===== src/rtl/gat_pkg.sv =====
// Shared types and size helpers for the GAT accelerator readout path.
// Holds the readout FSM state encoding and the word format carried through the output FIFO.
package gat_pkg;

   localparam int FEAT_WORD_W = 32;

   typedef enum logic [1:0] {
      IDLE  = 2'd0,
      READ  = 2'd1,
      DRAIN = 2'd2,
      DONE  = 2'd3
   } feat_rd_state_t;

   typedef struct packed {
      logic [FEAT_WORD_W-1:0] data;
      logic                   user;
      logic                   last;
   } feat_word_t;

   function automatic int feat_depth(input int num_subgraphs, input int num_feature_out);
      return num_subgraphs * num_feature_out;
   endfunction

   // Counters must keep at least one bit even when they only ever hold 0.
   function automatic int clog2_min1(input int value);
      return (value > 1) ? $clog2(value) : 1;
   endfunction

endpackage


===== src/rtl/gat_sync_fifo.sv =====
// Single-clock FIFO with occupancy count; simultaneous push and pop are legal at any fill level.
// DEPTH must be a power of two so the pointers wrap on their own.
module gat_sync_fifo #(
   parameter  int WIDTH = 8,
   parameter  int DEPTH = 4,
   localparam int PW    = (DEPTH > 1) ? $clog2(DEPTH) : 1,
   localparam int CW    = $clog2(DEPTH) + 1
) (
   input  logic             clk,
   input  logic             rst,
   input  logic             push,
   input  logic [WIDTH-1:0] wdata,
   input  logic             pop,
   output logic [WIDTH-1:0] rdata,
   output logic [CW-1:0]    count,
   output logic             full,
   output logic             empty
);

   logic [WIDTH-1:0] mem [DEPTH];
   logic [PW-1:0]    wr_ptr;
   logic [PW-1:0]    rd_ptr;
   logic             do_push;
   logic             do_pop;

   assign full    = (count == CW'(DEPTH));
   assign empty   = (count == '0);
   assign do_pop  = pop && !empty;
   assign do_push = push && (!full || do_pop);
   assign rdata   = mem[rd_ptr];

   // NOTE: storage has no reset; only pointers and count do, and consumers never read an empty slot.
   always_ff @(posedge clk) begin
      if (do_push) mem[wr_ptr] <= wdata;
   end

   // NOTE: sequential state uses non-blocking assignments so every register samples pre-edge values.
   always_ff @(posedge clk or posedge rst) begin
      if (rst) begin
         wr_ptr <= '0;
         rd_ptr <= '0;
         count  <= '0;
      end else begin
         if (do_push) wr_ptr <= wr_ptr + PW'(1);
         if (do_pop)  rd_ptr <= rd_ptr + PW'(1);
         count <= count + CW'(do_push) - CW'(do_pop);
      end
   end

endmodule


===== src/rtl/gat_feat_readout.sv =====
// Drains the final-feature BRAM as a valid/ready stream with subgraph (tuser) and frame (tlast) markers.
// Reads are issued only against FIFO credit, so BRAM latency never overruns the output buffer.
module gat_feat_readout
   import gat_pkg::*;
#(
   parameter  int NEW_FEATURE_WIDTH  = FEAT_WORD_W,
   parameter  int NUM_SUBGRAPHS      = 2708,
   parameter  int NUM_FEATURE_OUT    = 16,
   parameter  int RD_LATENCY         = 2,
   parameter  int FIFO_DEPTH         = 4,
   localparam int NEW_FEATURE_DEPTH  = feat_depth(NUM_SUBGRAPHS, NUM_FEATURE_OUT),
   localparam int NEW_FEATURE_ADDR_W = clog2_min1(NEW_FEATURE_DEPTH)
) (
   input  logic                          clk,
   input  logic                          rst,
   input  logic                          gat_ready,
   output logic [NEW_FEATURE_ADDR_W+1:0] feat_bram_addrb,
   input  logic [NEW_FEATURE_WIDTH-1:0]  feat_bram_dout,
   output logic [NEW_FEATURE_WIDTH-1:0]  m_tdata,
   output logic                          m_tvalid,
   input  logic                          m_tready,
   output logic                          m_tuser,
   output logic                          m_tlast,
   output logic                          busy,
   output logic                          done
);

   localparam int AW  = NEW_FEATURE_ADDR_W;
   localparam int SPW = clog2_min1(NUM_FEATURE_OUT);
   localparam int FCW = $clog2(FIFO_DEPTH) + 1;

   localparam logic [AW-1:0]  LAST_IDX  = AW'(NEW_FEATURE_DEPTH - 1);
   localparam logic [SPW-1:0] SUB_LAST  = SPW'(NUM_FEATURE_OUT - 1);
   localparam logic [FCW:0]   FIFO_LIM  = (FCW + 1)'(FIFO_DEPTH);

   feat_rd_state_t state, state_nx;

   logic                  gat_ready_q;
   logic [AW-1:0]         rd_idx;
   logic [SPW-1:0]        sub_pos;
   logic [FCW-1:0]        inflight;
   logic [RD_LATENCY-1:0] tag_vld;
   logic [RD_LATENCY-1:0] tag_user;
   logic [RD_LATENCY-1:0] tag_last;

   logic                  issue;
   logic                  credit_ok;
   logic                  fifo_push;
   logic                  fifo_pop;
   logic                  fifo_full;
   logic                  fifo_empty;
   logic [FCW-1:0]        fifo_count;
   feat_word_t            fifo_wdata;
   feat_word_t            fifo_head;

   assign credit_ok = ({1'b0, fifo_count} + {1'b0, inflight}) < FIFO_LIM;
   assign issue     = (state == READ) && credit_ok;
   assign fifo_push = tag_vld[RD_LATENCY-1];
   assign fifo_pop  = m_tvalid && m_tready;

   assign fifo_wdata = '{data: feat_bram_dout,
                         user: tag_user[RD_LATENCY-1],
                         last: tag_last[RD_LATENCY-1]};

   gat_sync_fifo #(
      .WIDTH ($bits(feat_word_t)),
      .DEPTH (FIFO_DEPTH)
   ) u_fifo (
      .clk   (clk),
      .rst   (rst),
      .push  (fifo_push),
      .wdata (fifo_wdata),
      .pop   (fifo_pop),
      .rdata (fifo_head),
      .count (fifo_count),
      .full  (fifo_full),
      .empty (fifo_empty)
   );

   // Head fields are masked while empty so unreset FIFO storage never reaches the port.
   assign m_tvalid = !fifo_empty;
   assign m_tdata  = fifo_empty ? '0   : fifo_head.data;
   assign m_tuser  = fifo_empty ? 1'b0 : fifo_head.user;
   assign m_tlast  = fifo_empty ? 1'b0 : fifo_head.last;
   assign busy     = (state == READ) || (state == DRAIN);
   assign done     = (state == DONE);

   // NOTE: state_nx gets its default first so no path through the case leaves it unassigned (no latch).
   always_comb begin
      state_nx = state;
      unique case (state)
         IDLE:    if (gat_ready && !gat_ready_q)       state_nx = READ;
         READ:    if (issue && (rd_idx == LAST_IDX))   state_nx = DRAIN;
         DRAIN:   if (fifo_pop && fifo_head.last)      state_nx = DONE;
         DONE:    if (!gat_ready)                      state_nx = IDLE;
         default:                                      state_nx = IDLE;
      endcase
   end

   always_ff @(posedge clk or posedge rst) begin
      if (rst) begin
         state           <= IDLE;
         gat_ready_q     <= 1'b0;
         rd_idx          <= '0;
         sub_pos         <= '0;
         inflight        <= '0;
         feat_bram_addrb <= '0;
         tag_vld         <= '0;
         tag_user        <= '0;
         tag_last        <= '0;
      end else begin
         state       <= state_nx;
         gat_ready_q <= gat_ready;
         inflight    <= inflight + FCW'(issue) - FCW'(fifo_push);

         if (state == IDLE) begin
            rd_idx  <= '0;
            sub_pos <= '0;
         end else if (issue) begin
            feat_bram_addrb <= {rd_idx, 2'b00};
            if (rd_idx != LAST_IDX) rd_idx <= rd_idx + AW'(1);
            sub_pos <= (sub_pos == SUB_LAST) ? '0 : sub_pos + SPW'(1);
         end

         // Tags ride alongside the read so they line up with the returning BRAM word.
         tag_vld[0]  <= issue;
         tag_user[0] <= issue && (sub_pos == '0);
         tag_last[0] <= issue && (rd_idx == LAST_IDX);
         for (int i = 1; i < RD_LATENCY; i++) begin
            tag_vld[i]  <= tag_vld[i-1];
            tag_user[i] <= tag_user[i-1];
            tag_last[i] <= tag_last[i-1];
         end
      end
   end

   no_fifo_overflow: assert property (@(posedge clk) disable iff (rst)
      !(fifo_push && fifo_full && !fifo_pop));

endmodule


===== config.mk =====
export PLATFORM = sky130hd
export DESIGN_NAME = gat_feat_readout
export DESIGN_NICKNAME = d
export VERILOG_FILES = /design/src/rtl/gat_pkg.sv /design/src/rtl/gat_sync_fifo.sv /design/src/rtl/gat_feat_readout.sv
export SDC_FILE = /design/constraint.sdc
export NUM_CORES = 1
export LEC_CHECK = 0
export CAP_MARGIN = 20
export CORE_UTILIZATION = 30
export CTS_CLUSTER_SIZE = 25
export DETAILED_ROUTE_END_ITERATION = 10
export GPL_TIMING_DRIVEN = 0
export PLACE_DENSITY_LB_ADDON = 0.1
export SLEW_MARGIN = 20
export SYNTH_ARGS = -nofsm -noshare
export SYNTH_HDL_FRONTEND = slang
export SYNTH_SLANG_ARGS = --single-unit

===== constraint.sdc =====
create_clock -name clk -period 3.4 [get_ports clk]
set_input_delay 0.51 -clock clk [delete_from_list [all_inputs] [get_ports clk]]
set_output_delay 0.51 -clock clk [all_outputs]
set_load 0.01 [all_outputs]

==> impl_metrics.tcl <==
set metrics [dict create \
    outcome "complete, no violations" \
    cpMaxStageDelayCell "mux4_2" \
    rsz0062_at_grt "no" \
    drt-pass1-iter-count 4 \
    core-area_sq_mm 0.0253 \
    n_antenna_cell 0 \
    cts_tree "done" \
    ant_nets 0 \
    dr.first_iter.drc_count 135 \
    cts_buffers 17 \
    ys.flop_type "edfxtp_1" \
    wl_um 15600 \
    maxCapViolations 0 \
    ys_types 41 \
    p_per_area_mw_per_mm2 822 \
    worst_ir_drop_vdd_mv 0.400 \
    die_x_um 163 \
    dp_hpwl_um 10000 \
    cts_setup_buffers 0 \
    synthTopCellsByArea "edfxtp_1 53%, dfrtp_1 18%, mux4_2 9.9%" \
    maxSlewHeadroom_pct 39.6 \
    io_pins 91 \
    crit_family "buffers and inverters" \
    ys_seq_elements 191 \
    fin_ws_ns 0.184 \
    leakagePower_nw 3.46 \
    finalClockSkew_ns 0.0119 \
    nNetsFinal 613 \
    r2r_setup_slack_ns 0.43 \
    die_y_um 163 \
    period_minus_slack_ns 3.22 \
    yosysMostFrequentCell "edfxtp_1" \
    start_kind "flop" \
    clk_pin_slew_ns 0.07 \
    grt_pass1_wl_um 24400 \
    finalSetupViolations 0 \
    cp.arrival_ns 2.71 \
    tightest_slew_ns 0.898 \
    yosysSeqAreaShare_pct 70.3 \
    grt_use_total_pct 12.4 \
    htreeDepth 4 \
    min_path_type "flop to flop" \
    grt_max_degree 56 \
    grt_overflow_total 0 \
    fmax_mhz 311 \
    cts_max_path_buffers 2 \
    pre_cts_slack_ns 0.139 \
    required_ns 2.89 \
    initial_core_util_pct 30.7 \
    drive_above_1_share_pct 19.1 \
    route.detailed.drc 0 \
    critPathMaxFanout 10 \
    insertion_delay_ns 0.42 \
    ctsHoldBuffers 0 \
    wl_per_cell_um 17.3 \
    path_cells "buf_2, clkdlybuf4s18_2, mux4_2, and2_1, clkdlybuf4s50_1" \
    fin_setup_tns_ns 0 \
    place.gp.congestion 0.721 \
    dieArea_sq_mm 0.0265 \
    postLayoutCoreUtil_pct 38.5 \
    yosysTopAreaCell "edfxtp_1" \
    synthesis.area_sq_mm 0.00776 \
    viasPerCell 4.46 \
    finalHoldViolations 0 \
    drv_slew 0 \
    grt_pass1_vias 4319 \
    areaGrowthSynthToFinish_pct 25.2 \
    synth_edf_count 136 \
    core.rowCount 58 \
    avgSynthCellArea_sq_um 17.4 \
    ys_top_cells_by_count "136 x edfxtp_1, 55 x dfrtp_1, 41 x and2_1, 34 x mux4_2, 21 x nor2_1" \
    ys_warn_count 0 \
    clock-root-buffer "clkbuf_16" \
    async_flop_share_pct 28.8 \
    dr_total_vias 4012 \
    worstSetupPathType "flop to primary output" \
    synth_top_cell_area_share_pct 52.6 \
    fin_crit_sh_pct 94.6 \
    slowest_delay_ns 0.54 \
    io_buffers 88 \
    cp_num_buf_inv 3 \
    cp-end-kind "primary output" \
    antenna_found_initial 0 \
    nFillCells 2371 \
    netlist_instances 446 \
    clock-sinks 191 \
]
through the flow:
step | power (mW) | std cells | area [sq um] | hold slack, ns
finish | 7.99 | 900 | 9720 | 0.350
global route | 8.50 | 900 | 9720 | 0.359
CTS | 8.15 | 900 | 9730 | 0.352
detailed placement | 6.24 | 869 | 9150 | 0.336
global placement | 6.16 | 865 | 9060 | 0.333
floorplan | 4.93 | 447 | 7770 | 0.331
where the power goes:
| part | switching, mW | internal (mW) | leakage [nW] | total [mW] |
|---|---|---|---|---|
| registers | 0.178 | 2.95 | 1.95 | 3.13 |
| clock network | 0.909 | 0.962 | 0.265 | 1.87 |
| logic | 1.41 | 1.58 | 1.25 | 2.99 |
kinds of logic after synthesis:
kind of cell,share of synthesized area (%)
DFF,70.3
and+or+nand+nor,8.11
muxes,12.4
buffers and inverters,1.92
xor gates and xnor gates,2.48
adders and majority gates,3.25
AOI/OAI and AO/OA,1.50
other,0.0483
layout by cell type, fill, tap and decap left out, types with 9 or more instances in the layout:
| cell type | synthesis | routed |
|---|---|---|
| edfxtp_1 | 136 | 136 |
| nor2_1 | 21 | 21 |
| mux2_2 | 16 | 16 |
| xnor2_1 | 19 | 19 |
| nand2_1 | 11 | 11 |
| mux4_2 | 34 | 34 |
| dfrtp_1 | 55 | 55 |
| nor3_1 | 9 | 9 |
| clkdlybuf4s50_1 | 0 | 88 |
| clkbuf_16 | 0 | 17 |
| inv_1 | 19 | 18 |
| ha_1 | 17 | 17 |
| and2_1 | 41 | 37 |
worst reg2reg max path, cell delays in order (launching register included):
cell      delay, ns
dfrtp_1        0.43
ha_1           0.30
nor4b_2        0.41
nand2_1        0.21
clkbuf_1       0.28
ha_1           0.35
inv_1          0.04
ha_1           0.19
fa_1           0.38
xnor2_1        0.18
xnor2_1        0.14
registers in the layout, summed over array words and instances, names as in the netlist, 2 cells and up:
register and flops:
feat_bram_addrb 16, inflight 3, rd_idx 16, state 2, sub_pos 4, tag_last 2, tag_user 2, tag_vld 2
u_fifo.count 3, u_fifo.mem 136, u_fifo.rd_ptr 2, u_fifo.wr_ptr 2
per-layer routing:
metal  GRT usage (%)  vias to the layer above  routed length [um]
li1                -                     1891                   -
met1            15.3                     2041                6770
met2            21.7                       72                8180
met3            2.70                        8                 500
met4            3.44                        0                 129
met5               0                        -                   0
cell type report:
| cell class | count | area, sq um | share of cell area, % |
|---|---|---|---|
| flip-flops and latches | 191 | 5460 | 56.2 |
| multi-input cells | 219 | 2170 | 22.3 |
| repair buffers | 92 | 961 | 9.88 |
| clock buffers | 17 | 425 | 4.38 |
| well taps | 330 | 413 | 4.25 |
| clock inverters | 14 | 128 | 1.31 |
| plain buffers | 18 | 90.1 | 0.927 |
| inverters | 19 | 73.8 | 0.759 |
final timing paths:
path,from,to,cells after the start
min,tag_vld[0],tag_vld[1],0
min reg2reg,tag_vld[0],tag_vld[1],0
max in group asynchronous,rst,u_fifo.wr_ptr[1],2
max reg2reg,u_fifo.count[2],inflight[2],10
min in group asynchronous,rst,feat_bram_addrb[14],2
max,u_fifo.rd_ptr[0],m_tdata[28],5
timing repair:
action                     4_1_cts  5_1_grt
setup endpoints to repair       29       23
gates cloned                     0        0
resized for setup                9        6
No activity file was read; power rests on OpenSTA's default activity.
